<file path="src/rtl/instr_loader.sv">
// Boot-time program loader: assembles little-endian words from a byte stream
// and writes them to consecutive instruction memory addresses while holding the core.
module instr_loader #(
    parameter int DATA_WIDTH = 32,
    parameter int BYTE_WIDTH = 8,
    parameter int MEM_DEPTH  = 1024,
    parameter int DIR_WIDTH  = 10
) (
    input  logic                  clk,
    input  logic                  rst,
    input  logic                  start,
    input  logic [8:0]            word_count,
    input  logic [BYTE_WIDTH-1:0] byte_in,
    input  logic                  byte_valid,
    output logic                  byte_ready,
    output logic [DIR_WIDTH-1:0]  dir,
    output logic [DATA_WIDTH-1:0] data_in,
    output logic                  we,
    output logic                  busy,
    output logic                  done,
    output logic                  err,
    output logic                  cpu_hold,
    output logic [1:0]            dbg_state_o
);

    localparam logic [8:0] CAP_WORDS = 9'(MEM_DEPTH / 4);

    typedef enum logic [1:0] {IDLE, COLLECT, WRITE, DONE} state_t;

    state_t                state_q, state_d;
    logic [8:0]            count_q, count_d;
    logic [8:0]            widx_q,  widx_d;
    logic [1:0]            bidx_q,  bidx_d;
    logic [DATA_WIDTH-1:0] asm_q,   asm_d;
    logic                  err_q,   err_d;

    always_ff @(posedge clk or posedge rst) begin
        if (rst) begin
            state_q <= IDLE;
        end else begin
            state_q <= state_d;
        end
    end

    always_ff @(posedge clk or posedge rst) begin
        if (rst) begin
            count_q <= '0;
            widx_q  <= '0;
            bidx_q  <= '0;
            asm_q   <= '0;
            err_q   <= 1'b0;
        end else begin
            count_q <= count_d;
            widx_q  <= widx_d;
            bidx_q  <= bidx_d;
            asm_q   <= asm_d;
            err_q   <= err_d;
        end
    end

    always_comb begin
        state_d = state_q;
        count_d = count_q;
        widx_d  = widx_q;
        bidx_d  = bidx_q;
        asm_d   = asm_q;
        err_d   = err_q;
        case (state_q)
            // DONE shares the start decision with IDLE so a reload needs no extra cycle
            IDLE, DONE: begin
                if (start) begin
                    if (word_count == 9'd0) begin
                        state_d = DONE;
                        err_d   = 1'b0;
                    end else if (word_count > CAP_WORDS) begin
                        state_d = DONE;
                        err_d   = 1'b1;
                    end else begin
                        count_d = word_count;
                        widx_d  = '0;
                        bidx_d  = '0;
                        err_d   = 1'b0;
                        state_d = COLLECT;
                    end
                end
            end
            COLLECT: begin
                if (byte_valid) begin
                    for (int k = 0; k < 4; k++) begin
                        if (bidx_q == 2'(k)) begin
                            asm_d[k*BYTE_WIDTH +: BYTE_WIDTH] = byte_in;
                        end
                    end
                    bidx_d = bidx_q + 2'd1;
                    if (bidx_q == 2'd3) begin
                        state_d = WRITE;
                    end
                end
            end
            WRITE: begin
                widx_d  = widx_q + 9'd1;
                state_d = (widx_d == count_q) ? DONE : COLLECT;
            end
            default: state_d = IDLE;
        endcase
    end

    // Outputs decode registered state only, so reset drops we immediately
    always_comb begin
        byte_ready  = (state_q == COLLECT);
        we          = (state_q == WRITE);
        busy        = (state_q == COLLECT) || (state_q == WRITE);
        done        = (state_q == DONE);
        err         = err_q;
        cpu_hold    = !((state_q == DONE) && !err_q);
        dir         = DIR_WIDTH'({widx_q, 2'b00});
        data_in     = asm_q;
        dbg_state_o = state_q;
    end

endmodule

</file>
<file path="config.mk">
export PLATFORM = sky130hd
export DESIGN_NAME = instr_loader
export DESIGN_NICKNAME = d
export VERILOG_FILES = /design/src/rtl/instr_loader.sv
export SDC_FILE = /design/constraint.sdc
export NUM_CORES = 1
export LEC_CHECK = 0
export CAP_MARGIN = 30
export CORE_MARGIN = 2
export CORE_UTILIZATION = 45
export DETAILED_ROUTE_END_ITERATION = 10
export HOLD_SLACK_MARGIN = 0.06
export PLACE_DENSITY_LB_ADDON = 0.25
export SLEW_MARGIN = 10
export SYNTH_ARGS = -nofsm -noshare
export SYNTH_HDL_FRONTEND = slang
export SYNTH_SLANG_ARGS = --single-unit
export TNS_END_PERCENT = 30
</file>
<file path="constraint.sdc">
create_clock -name clk -period 6.2 [get_ports clk]
set_clock_uncertainty 0.05 [all_clocks]
set_input_delay 1.86 -clock clk [delete_from_list [all_inputs] [get_ports clk]]
set_output_delay 1.86 -clock clk [all_outputs]
set_load 0.02 [all_outputs]
</file>
==> impl_metrics.yaml <==
logic_synthesis:
  synthCells: 243
  ys_types: 49
  synth_edf_count: 0
  yosysTopAreaCellShare_pct: 48.4
  post-synth-top-area-cell: "dfrtp_1"
  synth_area_leaders: "dfrtp_1, mux2_2, ha_1"
  async_reset_ff_share_pct: 100
  synth_seq_cells: 55
  seq_area_frac_synth_pct: 48.4
  synthesis.area_sq_mm: 0.00284
  synth_common_cells: "dfrtp_1, mux2_2, nand2_1, o21ai_0"
  avgSynthCellArea_sq_um: 11.7
  ys.flop_type: "dfrtp_1"
  yosysMostFrequentCell: "dfrtp_1"
  yosys_warnings: 0
global_route:
  grt-ovfl-total: 0
  grt_pass1_vias: 2020
  gr-usage-all-layers_pct: 17.9
  grt_pass1_wl_um: 10200
  antenna_found_initial: 0
  grt_max_degree: 56
layout:
  fin_cells: 377
  drive_above_1_share_pct: 21.2
  nNetsFinal: 333
  antenna_cells: 0
  area_delta_synth_final_pct: 26.4
  nFillCells: 517
die:
  core-area_sq_mm: 0.00603
  initial_core_util_pct: 47.2
  die_w_um: 83.5
  die-area_sq_mm: 0.00697
  ioPinCount: 71
  fp.dieH_um: 83.5
  num_rows: 28
clock_network:
  cts_tree: "built"
  cts_root_buf: "clkbuf_8"
  post-cts-setup-buffers: 0
  clk_pin_slew_worst_paths_ns: 0.09
  clock_path_buffers: 2
  htreeDepth: 2
  cts_resized: 0
  clock_sinks: 55
  insertion_delay_ns: 0.31
  cts_hold_buf: 0
  cts_made_buffers: 5
sta:
  rsz0062_at_grt: "false"
  maxSlewViolCount: 0
  worstMarginPinSlew_ns: 0.744
  slew_headroom_pct: 49.4
  fin_ws_ns: 2.19
  fmax_mhz: 249
  fin_tns_setup_ns: 0
  fin_crit_ns: 4.01
  hold_viol: 0
  setup_viol: 0
  post-route-period-util_pct: 64.7
  whs_ns: 0.461
status:
  outcome: "complete, no violations"
worst_setup_path:
  worstSetupStartpointType: "input pin"
  crit_type: "in -> reg"
  critPathCaptureType: "flip-flop"
  cp_max_fo: 15
  cp.required_ns: 6.35
  cp_data_arrival_time_ns: 4.16
drt:
  drtPass1Iterations: 4
  ant_nets: 0
  via_per_inst: 5.39
  routedWlPerCell_um: 15.8
  drtIter0Drc: 119
  drc: 0
  via_count: 2033
  wl_um: 5950
place:
  placed_cells: 369
  gp_congestion: 0.794
  io_buffer_count: 68
  dp_slack_ns: 1.84
  dp_hpwl_um: 4400
min_path:
  holdCritPathClass: "reg -> reg"
power:
  power_density_mw_per_mm2: 474
  p_seq_share_pct: 36.6
  power_frac_comb_pct: 51.7
  total_leakage_power_nw: 1.55
  clkPwrFrac_pct: 11.7
  switchingPower_uw: 664
  switching_share_pct: 39.0
  p_int_mw: 1.04
  irDropWorstVdd_mv: 0.302
run:
  maxCapViolCount: 0
==> cells in the final DEF, fill, tap and decap left out, types with 3 or more instances in the layout <==
cell	Yosys	layout
a21oi_1	3	3
a22o_1	7	7
a31oi_1	3	3
clkbuf_8	0	5
clkdlybuf4s50_1	0	68
dfrtp_1	55	55
ha_1	11	11
inv_1	9	8
mux2_2	42	42
nand2_1	16	16
nand3_1	11	11
nor2_1	4	4
nor4_1	3	3
o21ai_0	12	12
o21ai_1	3	3
or3_1	4	4
xnor2_1	4	4
==> through the flow <==
step                      utilization (%)  power, mW  area [sq um]
after floorplan                         -       1.16          2850
after global placement               58.1       1.50          3500
after detailed placement             58.1       1.52          3500
after CTS                            59.6       1.72          3590
after global routing                 59.6       1.82          3590
final                                59.6       1.70          3590
==> registers in the layout, summed over array words and instances, names as in the netlist <==
signal	count
err	1
data_in	32
bidx_q	2
widx_q	9
dbg_state_o	2
count_q	9
==> logic make-up (layout without fill, tap and decap cells) <==
| logic type | after synthesis | in the layout | share of synthesized area [%] |
|---|---|---|---|
| other | 1 | 2 | 0.132 |
| AOI/OAI and AO/OA | 42 | 42 | 10.1 |
| DFF | 55 | 55 | 48.4 |
| buffers and inverters | 29 | 87 | 5.76 |
| xor gates and xnor gates | 5 | 5 | 1.54 |
| and+or+nand+nor | 55 | 55 | 11.4 |
| muxes | 45 | 45 | 17.8 |
| adders and majority gates | 11 | 11 | 4.84 |
==> area by class of cell <==
type / count / area, sq um / area share [%]
Multi-Input combinational cell: 160 / 1310 / 36.4
Clock inverter: 2 / 17.5 / 0.487
Timing Repair Buffer: 69 / 688 / 19.2
Sequential cell: 55 / 1380 / 38.3
Clock buffer: 6 / 72.6 / 2.02
Tap cell: 75 / 93.8 / 2.61
Inverter: 10 / 37.5 / 1.04
==> layer usage <==
layer	share of wire (%)	vias to the layer above	wire length, um	global-route usage, %
met5	0	-	0	0
met4	0.96	0	57	4.25
met3	4.8	5	284	4.25
met2	48	54	2840	29.5
met1	46	996	2760	23.9
li1	-	978	-	-
==> critical path: stages <==
cell and delay (ns):
clkdlybuf4s50_1 0.42, nor4_1 0.33, nand2_1 0.12, inv_1 0.07, ha_1 0.15, nor3b_2 0.06, mux2i_2 0.60, nor2_1 0.07
mux2_2 0.28, a22o_2 0.20
==> power groups by stage <==
stage | Sequential [mW] | Clock, mW | Combinational [mW]
final | 0.624 | 0.199 | 0.881
after global placement | 0.625 | 0 | 0.872
after CTS | 0.625 | 0.207 | 0.889
after global routing | 0.649 | 0.221 | 0.947
after floorplan | 0.734 | 0 | 0.424
after detailed placement | 0.633 | 0 | 0.886
==> final timing paths <==
check                               startpoint          end  slack (ns)  cells after the start
worst min register to register     data_in[17]  data_in[17]        0.46                      1
worst max-delay path             word_count[1]    widx_q[2]        2.19                     10
worst max register to register  dbg_state_o[0]    widx_q[2]        3.81                      6
min in group asynchronous                  rst   count_q[3]        1.99                      3
worst min-delay path               data_in[17]  data_in[17]        0.46                      1
max in group asynchronous                  rst   data_in[9]        3.64                      3
No activity file was read; power rests on OpenSTA's default activity.
